==> config.mk <==
export PLATFORM = sky130hd
export DESIGN_NAME = bin_to_bcd_seq
export DESIGN_NICKNAME = d
export VERILOG_FILES = /design/src/rtl/bin_to_bcd_seq.sv
export SDC_FILE = /design/constraint.sdc
export NUM_CORES = 1
export LEC_CHECK = 0
export BUFFER_PORTS_ARGS = -buffer_cell sky130_fd_sc_hd__buf_2
export CELL_PAD_IN_SITES_DETAIL_PLACEMENT = 1
export CELL_PAD_IN_SITES_GLOBAL_PLACEMENT = 2
export CORE_ASPECT_RATIO = 0.6
export CORE_UTILIZATION = 34
export DETAILED_ROUTE_END_ITERATION = 10
export PLACE_DENSITY = 0.9
export SYNTH_ARGS = -nofsm -noshare
export SYNTH_HDL_FRONTEND = slang
export SYNTH_SLANG_ARGS = --single-unit
==> constraint.sdc <==
create_clock -name clk -period 1.9 [get_ports clk]
set_input_delay 0.095 -clock clk [delete_from_list [all_inputs] [get_ports clk]]
set_output_delay 0.095 -clock clk [all_outputs]
set_load 0.005 [all_outputs]
==> src/rtl/bin_to_bcd_seq.sv <==
// bin_to_bcd_seq: sequential binary-to-BCD converter (shift-add-3, one bit per clock).
// Feeds the seven-segment display driver with a packed 4-digit BCD word. BCD and ovf
// only change on the completing edge, so the display never sees a partial result.
// Optional build macro: BIN_TO_BCD_AUTO_EN -- when defined, a conversion also starts
// automatically whenever bin differs from the last converted value.
module bin_to_bcd_seq #(
  parameter int unsigned BIN_W   = 14,
  parameter int unsigned MAX_VAL = 9999
) (
  input  logic             clk,
  input  logic             rst,
  input  logic [BIN_W-1:0] bin,
  input  logic             start,
  output logic             busy,
  output logic             done,
  output logic [15:0]      BCD,
  output logic             ovf
);

  localparam int unsigned      CNT_W    = $clog2(BIN_W);
  localparam logic [BIN_W-1:0] MAX_BIN  = BIN_W'(MAX_VAL);
  localparam logic [CNT_W-1:0] LAST_CNT = CNT_W'(BIN_W - 1);

  typedef enum logic [0:0] {
    IDLE = 1'b0,
    CONV = 1'b1
  } state_t;

  state_t           state_r;
  logic [BIN_W-1:0] shift_r;
  logic [15:0]      scratch_r;
  logic [CNT_W-1:0] cnt_r;
  logic             ovf_pend_r;

  logic             over_s;
  logic [BIN_W-1:0] clamp_s;
  logic [15:0]      scratch_nxt_s;
  logic [BIN_W-1:0] shift_nxt_s;
  logic             accept_s;

`ifdef BIN_TO_BCD_AUTO_EN
  logic [BIN_W-1:0] last_r;
`endif

  // Add 3 to a digit nibble that is 5 or more, so the following shift carries correctly.
  function automatic logic [3:0] add3_fn(input logic [3:0] nib);
    logic [3:0] res;
    if (nib >= 4'd5) begin
      res = nib + 4'd3;
    end else begin
      res = nib;
    end
    return res;
  endfunction

  // One double-dabble step on the scratch digits: adjust every nibble, then shift in_bit in.
  // The top nibble's bit 3 is shifted out; it is always zero for results up to 9999.
  function automatic logic [15:0] dabble_fn(input logic [15:0] scr, input logic in_bit);
    return {3'(add3_fn(scr[15:12])), add3_fn(scr[11:8]), add3_fn(scr[7:4]),
            add3_fn(scr[3:0]), in_bit};
  endfunction

  // Input clamping, accept decision and next-step datapath values.
  always_comb begin
    over_s = (32'(bin) > 32'(MAX_VAL));
    if (over_s) begin
      clamp_s = MAX_BIN;
    end else begin
      clamp_s = bin;
    end
    scratch_nxt_s = dabble_fn(scratch_r, shift_r[BIN_W-1]);
    shift_nxt_s   = {shift_r[BIN_W-2:0], 1'b0};
`ifdef BIN_TO_BCD_AUTO_EN
    accept_s = start | (bin != last_r);
`else
    accept_s = start;
`endif
  end

  // Control FSM and datapath registers; outputs are registered here.
  always_ff @(posedge clk) begin
    if (rst) begin
      state_r    <= IDLE;
      shift_r    <= {BIN_W{1'b0}};
      scratch_r  <= 16'h0000;
      cnt_r      <= {CNT_W{1'b0}};
      ovf_pend_r <= 1'b0;
      BCD        <= 16'h0000;
      ovf        <= 1'b0;
      busy       <= 1'b0;
      done       <= 1'b0;
`ifdef BIN_TO_BCD_AUTO_EN
      last_r     <= {BIN_W{1'b0}};
`endif
    end else begin
      done <= 1'b0;
      case (state_r)
        IDLE: begin
          if (accept_s) begin
            shift_r    <= clamp_s;
            ovf_pend_r <= over_s;
            scratch_r  <= 16'h0000;
            cnt_r      <= {CNT_W{1'b0}};
            busy       <= 1'b1;
            state_r    <= CONV;
`ifdef BIN_TO_BCD_AUTO_EN
            last_r     <= bin;
`endif
          end else begin
            busy    <= 1'b0;
            state_r <= IDLE;
          end
        end
        CONV: begin
          scratch_r <= scratch_nxt_s;
          shift_r   <= shift_nxt_s;
          cnt_r     <= cnt_r + CNT_W'(1);
          if (cnt_r == LAST_CNT) begin
            BCD     <= scratch_nxt_s;
            ovf     <= ovf_pend_r;
            done    <= 1'b1;
            busy    <= 1'b0;
            state_r <= IDLE;
          end else begin
            busy    <= 1'b1;
            state_r <= CONV;
          end
        end
        default: begin
          busy    <= 1'b0;
          state_r <= IDLE;
        end
      endcase
    end
  end

endmodule

# == Word-level counts from Yosys, hierarchy flattened ==
# Index checks and enable logic that the tools add are counted.
# totals
out_inout_bits,19
in_bits,17
reg_bits,54
# op_classes
n_mux,15
reduce_logical,3
n_addsub,5
order_cmp,5
bitwise_logic,1
eq_ne,2
# ops
cell,n
case mux 16 bit (2 select lines),1
two-way mux 14 bit,2
case mux 14 bit (2 select lines),1
>= comparator 4 x 3 -> 1 bit (second input constant),4
two-way mux 16 bit,1
two-way mux 4 bit,4
greater-than comparator 14 bit (second input constant),1
adder 4 x 2 -> 4 bit (second input constant),3
case mux 4 bit (2 select lines),1
adder 4 x 1 -> 4 bit (second input constant),1
== test 4 bit (second input constant),1
AND reduction 2 bit,2
adder 3 x 2 -> 3 bit (second input constant),1
two-way mux 1 bit,3
two-way mux 3 bit,1
!= test 2 bit (second input constant),1
case mux 1 bit (2 select lines),1
OR reduction 2 bit,1
NOT 1 bit,1

# == Longest topological paths before layout ==
# depth
ltp_word,4
ltp_mapped,6
depth_no_buf,6

# == Worst setup path after synthesis ==
# Ideal clock, no wire load.
# synth_timing
kind,register -> register
from,register scratch_r[8]
to,register BCD[10]
slack_ns,0.455
n_path_buf,0
t_required_ns,1.826
path_stages_with_launch,7
arrival_time_ns,1.371
setup_time_ns,0.074
path_cell_list,dfxtp_1 inv_1 ha_1 nand2b_1 a21oi_1 mux2_2 o21ai_0
# synth_via
elab_chain_cells,2
elab_cells_between_ends,3
classes_between,1 x add/sub; 1 x order compare; 1 x mux
# synth_rtl
element,line_no,rtl
"start, declared",31,logic [15:0] scratch_r;
"start signal, assigned",115,scratch_r <= scratch_nxt_s;
adder 4 x 2 -> 4 bit / >= comparator 4 x 3 -> 1 bit (equally long branches),"49, 48",
two-way mux 4 bit *,48,if (nib >= 4'd5) begin
"end signal, assigned",119,BCD <= scratch_nxt_s;
"end, declared",16,"output logic [15:0] BCD,"
# Mark *: on every way between the ends. The rest lies on a longest branch, timed or not.
# A chain may end at the register's enable or synchronous reset.

# == Worst setup path after layout ==
# layout_timing
from,register scratch_r[8]
to,register scratch_r[10]
# layout_via
elab_chain_cells,3
elab_cells_between_ends,4
classes_between,1 x add/sub; 1 x order compare; 2 x mux
# layout_rtl
element,line_no,rtl
adder 4 x 2 -> 4 bit / >= comparator 4 x 3 -> 1 bit (equally long branches),"49, 48",
two-way mux 4 bit *,48,
case mux 16 bit (2 select lines) *,97,case (state_r)
# Marked as above.

==> results.sh <==
export IMPL_drc=0
export IMPL_worst_hold_path_num_cells=3
export IMPL_min_delay_path_class="primary input to flip-flop"
export IMPL_critPathRequiredTime_ns=2.12
export IMPL_grt_util_all_layers_pct=18.1
export IMPL_first_pass_iters=4
export IMPL_critical_path_buf_inv_count=1
export IMPL_finClkSkew_ns=0.00555
export IMPL_synth_compound_area_share_pct=19.4
export IMPL_cts_htree_levels=2
export IMPL_area_growth_synth_to_final_pct=17.0
export IMPL_yosys_area_top_type_share_pct=42.8
export IMPL_ys_warnings_count=0
export IMPL_worst_r2r_path_depth=6
export IMPL_vias_cell=5.13
export IMPL_port_buffer_count=35
export IMPL_synth_top_family_by_area="simple AND/OR/NAND/NOR gates"
export IMPL_synthXorXnorAreaFrac_pct=1.39
export IMPL_power_density_nw_per_um2=767
export IMPL_initial_core_util_pct=36.4
export IMPL_slowest_stage_delay_on_critical_path_ns=0.40
export IMPL_die_height_um=68.8
export IMPL_fin_nets=354
export IMPL_drv_max_cap_violation_count=0
export IMPL_seq_area_frac_synth_pct=42.8
export IMPL_cts_tree="yes"
export IMPL_yosys_top_cell_by_area="sky130_fd_sc_hd__dfxtp_1"
export IMPL_boundaryPins=36
export IMPL_critical_path_class="flip-flop to flip-flop"
export IMPL_cts_hold_bufs=0
export IMPL_post_cts_setup_buffers=0
export IMPL_grt_setup_unrepaired="false"
export IMPL_layout_commonest_cell="sky130_fd_sc_hd__dfxtp_1"
export IMPL_setup_viol=0
export IMPL_first_global_vias=2162
export IMPL_setup_tns_final_ns=0
export IMPL_fillCellCount=837
export IMPL_synth_avg_cell_area_um2=8.69
export IMPL_place_congestion=0.775
export IMPL_synthCells=291
export IMPL_slew_viol_final=0
export IMPL_core_area_um2=6940
export IMPL_synth_edf_count=0
export IMPL_run_status="completed"
export IMPL_floorplan_rows=23
export IMPL_synth_distinct_cells=36
export IMPL_critical_path_startpoint_type="flip-flop"
export IMPL_critical_path_slowest_cell="sky130_fd_sc_hd__mux2_2"
export IMPL_post_dp_hpwl_um=4700
export IMPL_insertion_delay_ns=0.30
export IMPL_grt_overflow_total=0
export IMPL_post_synth_main_area_contributors="sky130_fd_sc_hd__dfxtp_1 43%, sky130_fd_sc_hd__a21oi_1 6.5%, sky130_fd_sc_hd__o21ai_0 5.5%"
export IMPL_critPathTopFamily="compound AO/OA/AOI/OAI gates"
export IMPL_layout_cells_most_common_list="54 x sky130_fd_sc_hd__dfxtp_1, 35 x sky130_fd_sc_hd__buf_2, 33 x sky130_fd_sc_hd__a21oi_1, 28 x sky130_fd_sc_hd__o21ai_0, 27 x sky130_fd_sc_hd__nor2_1"
export IMPL_clock_sinks=54
export IMPL_critical_path_cell_chain="inv_1, ha_1, nand2b_1, a21oi_1, mux2_2, o21ai_0"
export IMPL_grt_pass1_wl_um=10700
export IMPL_final_worst_path_cycle_share_pct=89.4
export IMPL_synth_fp_nets=318
export IMPL_drt_wl_total_um=6530
export IMPL_tritoncts_num_buffers=5
export IMPL_capturing_element_type_of_the_critical_path="flip-flop"
export IMPL_postLayoutCoreUtil_pct=42.6
export IMPL_achievable_frequency_ghz=0.589
export IMPL_die_area_um2=7790
export IMPL_via_count=2189
export IMPL_post_synth_mux_area_share_pct=5.25
export IMPL_worstPathMaxFanout=5
export IMPL_synthSimpleGateAreaFrac_pct=21.4
export IMPL_max_transition_margin_pct=62.4
export IMPL_die_width_um=113
export IMPL_postCtsResizedCells=0
export IMPL_clk_pin_slew_ns=0.07
export IMPL_post_synthesis_cell_area_um2=2530
export IMPL_ys_flop_type="sky130_fd_sc_hd__dfxtp_1"
export IMPL_residual_antenna_violating_net_count_after_detailed_routing=0
export IMPL_finalHoldViolCount=0
export IMPL_ratio_of_cells_with_drive_above_1_in_the_final_layout_pct=17.7
export IMPL_postSynth_asyncResetShare_pct=0
export IMPL_drt_wirelength_per_cell_um=15.3
export IMPL_cp_num_cells=6
export IMPL_period_needed_ns=1.70
export IMPL_max_vdd_ir_drop_v=0.000320
export IMPL_largest_buffer_count_on_any_clock_path=2
export IMPL_worst_endpoint_arrival_ns=1.92
export IMPL_leakagePower_nw=1.18
export IMPL_root_buffer="sky130_fd_sc_hd__clkbuf_16"
export IMPL_grt_antenna_before_repair=0
export IMPL_drt_iter0_markers=54
export IMPL_timing_worst_slew_pin_value_ns=0.562
export IMPL_ys_ff_latch=54
export IMPL_synth_adder_area_share_pct=4.95
export IMPL_grt_start_max_net_pins=23
export IMPL_n_antenna_cell=0
==> final timing paths <==
check,slack (ns),startpoint,end
worst max-delay path,0.20,scratch_r[8]$_SDFFE_PP0P_,scratch_r[10]$_SDFFE_PP0P_
worst min-delay path,0.06,bin[4],shift_r[4]$_SDFFE_PP0P_
worst max register to register,0.20,scratch_r[8]$_SDFFE_PP0P_,scratch_r[10]$_SDFFE_PP0P_
worst min register to register,0.46,scratch_r[13]$_SDFFE_PP0P_,scratch_r[13]$_SDFFE_PP0P_
==> layer usage <==
layer | GRT usage (%) | routed length (µm)
met1 | 23.5 | 3360
met2 | 29.4 | 2850
met3 | 4.11 | 199
met4 | 8.06 | 119
met5 | 0 | 0
==> logic make-up after synthesis <==
group | after synthesis
buffers and inverters | 26
and+or+nand+nor | 102
DFF | 54
adders and majority gates | 10
AOI/OAI and AO/OA | 82
xor gates and xnor gates | 4
muxes | 13
==> synth_stat cells, types with 3 or more instances <==
master                     count
sky130_fd_sc_hd__a21o_1        3
sky130_fd_sc_hd__dfxtp_1      54
sky130_fd_sc_hd__a21oi_1      33
sky130_fd_sc_hd__nor2b_1       3
sky130_fd_sc_hd__a211oi_1      3
sky130_fd_sc_hd__nor3b_1      14
sky130_fd_sc_hd__nand2b_1     10
sky130_fd_sc_hd__a22o_1        3
sky130_fd_sc_hd__nand2_1      20
sky130_fd_sc_hd__nor4_1        3
sky130_fd_sc_hd__inv_1        10
sky130_fd_sc_hd__a311oi_1      4
sky130_fd_sc_hd__ha_1         10
sky130_fd_sc_hd__xnor2_1       4
sky130_fd_sc_hd__o21ai_0      28
sky130_fd_sc_hd__clkbuf_1      4
sky130_fd_sc_hd__mux2i_1      11
sky130_fd_sc_hd__nor3_1        6
sky130_fd_sc_hd__nand3b_1      7
sky130_fd_sc_hd__nand3_1       9
sky130_fd_sc_hd__buf_2         8
sky130_fd_sc_hd__nor2_1       27
==> worst reg2reg max path, delay by kind of cell (launching register included) <==
kind / cells / cell delay [ns]
AND/OR/NAND/NOR: 1 / 0.10
flip-flops: 1 / 0.34
buffers and inverters: 1 / 0.10
multiplexers: 1 / 0.40
adder cells (fa/ha/maj): 1 / 0.25
AO/OA/AOI/OAI: 2 / 0.44
==> registers in the layout, indices dropped and copies added (netlist names) <==
signal	count
shift_r	14
state_r	1
ovf	1
BCD	16
done	1
ovf_pend_r	1
scratch_r	16
cnt_r	4
==> area by class of cell <==
class / instances / area, µm² / area share, %
Multi-Input combinational cell: 211 / 1320 / 44.8
Inverter: 10 / 37.5 / 1.27
Sequential cell: 54 / 1080 / 36.5
Tap cell: 100 / 125 / 4.23
Timing Repair Buffer: 45 / 250 / 8.46
Clock buffer: 5 / 125 / 4.23
Clock inverter: 2 / 15.0 / 0.508
==> per-stage QoR <==
step / worst slack [ns] / std cells / hold slack (ns) / power (mW) / cell area [µm²]
finish: 0.201 / 427 / 0.0620 / 2.27 / 2960
global route: 0.0778 / 427 / 0.0675 / 2.36 / 2960
CTS: 0.201 / 427 / 0.0569 / 2.28 / 2960
detailed placement: 0.250 / 420 / 0.373 / 1.38 / 2820
global placement: 0.379 / 420 / 0.371 / 1.37 / 2820
floorplan: 0.455 / 291 / 0.247 / 1.31 / 2530
==> power breakdown <==
group	leakage, nW	switching [mW]	internal (mW)
combinational	0.676	0.102	0.0708
sequential	0.438	0.0189	1.16
clock	0.0619	0.435	0.482
(Power assumes the default switching activity.)
